--- src/rtl/eight_mux.sv ---
// Eight 2:1 bit selectors sharing one select, registered as a single
// atomic word with a registered valid flag.
module eight_mux (
    input  logic clk,
    input  logic rst_n,
    input  logic in_valid,
    input  logic s,
    input  logic b4_0,
    input  logic b4_1,
    input  logic a3_0,
    input  logic a3_1,
    input  logic b3_0,
    input  logic b3_1,
    input  logic a2_0,
    input  logic a2_1,
    input  logic b2_0,
    input  logic b2_1,
    input  logic a1_0,
    input  logic a1_1,
    input  logic b1_0,
    input  logic b1_1,
    input  logic a0_0,
    input  logic a0_1,
    output logic b4,
    output logic a3,
    output logic b3,
    output logic a2,
    output logic b2,
    output logic a1,
    output logic b1,
    output logic a0,
    output logic out_valid
);

    logic [7:0] in0;
    logic [7:0] in1;
    logic [7:0] data_d;
    logic [7:0] data_q;
    logic       valid_d;
    logic       valid_q;

    // Word order: b4 (msb) down to a0 (lsb)
    assign in0 = {b4_0, a3_0, b3_0, a2_0, b2_0, a1_0, b1_0, a0_0};
    assign in1 = {b4_1, a3_1, b3_1, a2_1, b2_1, a1_1, b1_1, a0_1};

    always_comb begin
        data_d  = data_q;
        valid_d = in_valid;
        if (in_valid) begin
            data_d = s ? in1 : in0;
        end
    end

    always_ff @(posedge clk or negedge rst_n) begin
        if (!rst_n) begin
            data_q  <= 8'h00;
            valid_q <= 1'b0;
        end else begin
            data_q  <= data_d;
            valid_q <= valid_d;
        end
    end

    assign {b4, a3, b3, a2, b2, a1, b1, a0} = data_q;
    assign out_valid = valid_q;

endmodule

--- config.mk ---
export PLATFORM = sky130hd
export DESIGN_NAME = eight_mux
export DESIGN_NICKNAME = d
export VERILOG_FILES = /design/src/rtl/eight_mux.sv
export SDC_FILE = /design/constraint.sdc
export NUM_CORES = 1
export LEC_CHECK = 0
export ABC_AREA = 1
export BUFFER_PORTS_ARGS = -buffer_cell sky130_fd_sc_hd__buf_4
export CORE_AREA = 4 4 41 43
export DETAILED_ROUTE_END_ITERATION = 10
export DIE_AREA = 0 0 45 47
export GPL_TIMING_DRIVEN = 0
export PLACE_DENSITY = 0.69
export SLEW_MARGIN = 20
export SYNTH_ARGS = -nofsm -noshare
export SYNTH_HDL_FRONTEND = slang
export SYNTH_SLANG_ARGS = --single-unit
--- constraint.sdc ---
create_clock -name clk -period 0.8 [get_ports clk]
set_clock_uncertainty 0.15 [all_clocks]
set_input_delay 0.08 -clock clk [delete_from_list [all_inputs] [get_ports clk]]
set_output_delay 0.08 -clock clk [all_outputs]
set_load 0.05 [all_outputs]
==> key figures <==
Run status
  • Status: finished with violations
  • Failing checks: negative hold slack, negative setup slack

Hold path
  • Hold path startpoint: b3_0
  • Hold Path Sink: data_q[5]
  • WHS Path Cells: 5
  • Hold crit path type: in2reg

Detailed routing
  • Initial DRT Pass Iterations: 2
  • Avg Vias per Cell: 4.23
  • Final WL: 1170 µm
  • Post-route ant nets: 0
  • Vias post-DR: 495
  • Routed len/inst: 9.97 µm
  • # DRC: 0
  • 1st-iter DRT viols: 2

GRT
  • Total GRT Usage: 0.127
  • First-pass GRT wire length: 1860 µm
  • Vias in the first global route: 487
  • Grt total ovfl: 0
  • Antenna violations before repair: 0
  • Largest net degree at the start of global routing: 10

Power
  • Power per cell area: 1710 nW/µm²
  • Seq pwr share: 0.395
  • Clock network power share: 0.255
  • Internal: 0.000898 W
  • Logic gate share of total power: 0.350
  • VDD IR max: 0.000921 V
  • Sw Ratio: 0.341
  • Lkg Pwr: 0.464 nW
  • Switching power: 0.000465 W

Yosys
  • Post-Syn Nets: 89
  • Yosys reg bits: 9
  • Number of synthesis warnings: 0
  • Cells after synthesis: 69
  • Mapped Avg Cell Area: 7.02 µm²
  • Synth cell types: 9
  • Seq/Total Area, Yosys: 0.465
  • Post-Synthesis Cell Area: 484 µm²

Clocking
  • H-tree levels: 1
  • Clk buf depth: 2
  • Clock Pin Slew Worst Setup and Hold Paths: 0.06 ns
  • Post-CTS Setup Bufs: 0
  • CTS Sinks: 9
  • Root Driver: clkbuf_4
  • CTS Buf Count: 3
  • CTS tree: yes
  • Worst-Skew Late Latency: 0.25 ns
  • # hold bufs at CTS: 2

Worst setup path
  • Crit-path leading delay family: flip-flops
  • Crit-path slowest cell: dfrtp_2
  • R2R Setup Slk: 0.03 ns
  • Worst reg2reg endpoint: data_q[3]
  • Largest fanout on the critical path: 2
  • Type of origin of the critical path: register
  • Reg2reg start: data_q[3]
  • Crit path required time: 0.57 ns
  • Crit-path cells: buf_6
  • R2R depth: 2
  • Buffers & Inverters on Critical Path: 1
  • Arrival time at the worst endpoint: 0.82 ns
  • CP endpoint kind: output pin
  • Max incr delay on CP: 0.41 ns
  • Worst Setup Path Type: reg2out

Job
  • Max capacitance violation total: 0

Placed design
  • Placed Cells: 111
  • Setup WS pre-CTS: -0.0431 ns
  • RePlAce Congestion: 0.661
  • Placed cell areas: 717 µm²
  • IO Port Bufs: 27
  • Hpwl dp: 923 µm

STA
  • Fmax: 953 MHz
  • Tmin final: 1.05 ns
  • Final Hold Vio Count: 8
  • Final Max Slew Viols: 0
  • Setup TNS: -2.16 ns
  • Post-route clock period utilization: 1.31
  • Hold_ws: -0.0318 ns
  • Finish-stage setup viols: 9
  • RSZ-0062 raised after global routing: true
  • Worst-Margin Slew: 0.137 ns
  • Rel. slew slack: 0.908
  • Setup ws final: -0.249 ns

Floorplanning
  • Initial Util: 0.372
  • Total core area: 1300 µm²
  • I/O pins: 29
  • Die area: 2120 µm²
  • Site Rows: 13
  • Die X-Extent: 45 µm
  • Die height: 47 µm

Layout
  • Area growth from synthesis to layout: 64.6%
  • Layout Cells excl Fill: 117
  • Finished Cell Area: 797 µm²
  • Share of layout cells above drive strength 1: 0.510
  • Nets: 123
  • Number of diodes: 0
[what timing repair did]
item | CTS | global route
gates cloned | 0 | 0
resized for setup | 9 | 0
hold endpoints to repair | 18 | 6
setup endpoints to repair | 9 | 10
[placed cells by master, fill, tap and decap left out]
master / count
nand2_1: 29
buf_4: 19
buf_6: 10
inv_1: 10
dfrtp_2: 9
nand3_1: 8
inv_2: 7
nand2_2: 3
clkbuf_4: 3
dlygate4sd3_1: 2
inv_6: 1
clkbuf_1: 1
[synth_stat cells, drive strengths merged]
cell,n,area share
buf,2,0.039
dfrtp,9,0.47
inv,18,0.15
nand2,32,0.26
nand3,8,0.083
[sequential cells by signal, summed over array words and instances (netlist names)]
name	flops
out_valid	1
data_q	8
[stage by stage]
| stage | utilization | hold WS (ns) | power (W) |
|---|---|---|---|
| floorplan | - | -0.366 | 0.000809 |
| global placement | 0.551 | -0.240 | 0.000976 |
| detailed placement | 0.551 | -0.240 | 0.000985 |
| CTS | 0.613 | -0.0346 | 0.00138 |
| global route | 0.613 | -0.0206 | 0.00145 |
| finish | 0.613 | -0.0318 | 0.00136 |
[per-layer routing]
| layer | share of wire | GRT usage | wire, µm | up-vias |
|---|---|---|---|---|
| met5 | 0 | 0 | 0 | - |
| met4 | 0.021 | 0.0877 | 25 | 0 |
| met3 | 0.076 | 0.0383 | 89 | 2 |
| met2 | 0.57 | 0.237 | 669 | 16 |
| met1 | 0.33 | 0.117 | 382 | 212 |
| li1 | - | - | - | 265 |
[worst max-delay path by stage]
stage	from	depth (start not counted)	endpoint
2_1_floorplan	data_q[0]	2	data_q[0]
4_1_cts	data_q[0]	1	a0
3_5_place_dp	in_valid	5	data_q[3]
5_1_grt	data_q[4]	1	a2
6_report	data_q[6]	1	a3
3_3_place_gp	in_valid	5	data_q[0]
[cell type report]
class | instances | area [µm²]
clock buffers | 4 | 26.3
flip-flops and latches | 9 | 236
well taps | 15 | 18.8
repair buffers | 29 | 256
plain buffers | 2 | 18.8
multi-input cells | 40 | 168
fillers | 128 | 504
inverters | 18 | 72.6
[logic make-up (layout without fill, tap and decap cells)]
group / Yosys count / after routing / share of synthesized area
buffers and inverters: 20 / 53 / 0.189
DFF: 9 / 9 / 0.465
and+or+nand+nor: 40 / 40 / 0.346
[worst min-delay path: stages]
cell and delay (ns):
buf_4 0.08, inv_2 0.03, nand2_2 0.04, nand3_1 0.05, nand2_1 0.06
[power groups by stage]
stage                     clock network, W  logic (W)  registers, W
final                             0.000348   0.000477      0.000539
after global routing              0.000392   0.000511      0.000545
after CTS                         0.000357   0.000483      0.000540
after detailed placement                 0   0.000445      0.000540
after global placement                   0   0.000438      0.000538
after floorplan                          0   0.000106      0.000704
Note: power is estimated with default switching activity, not from simulation.
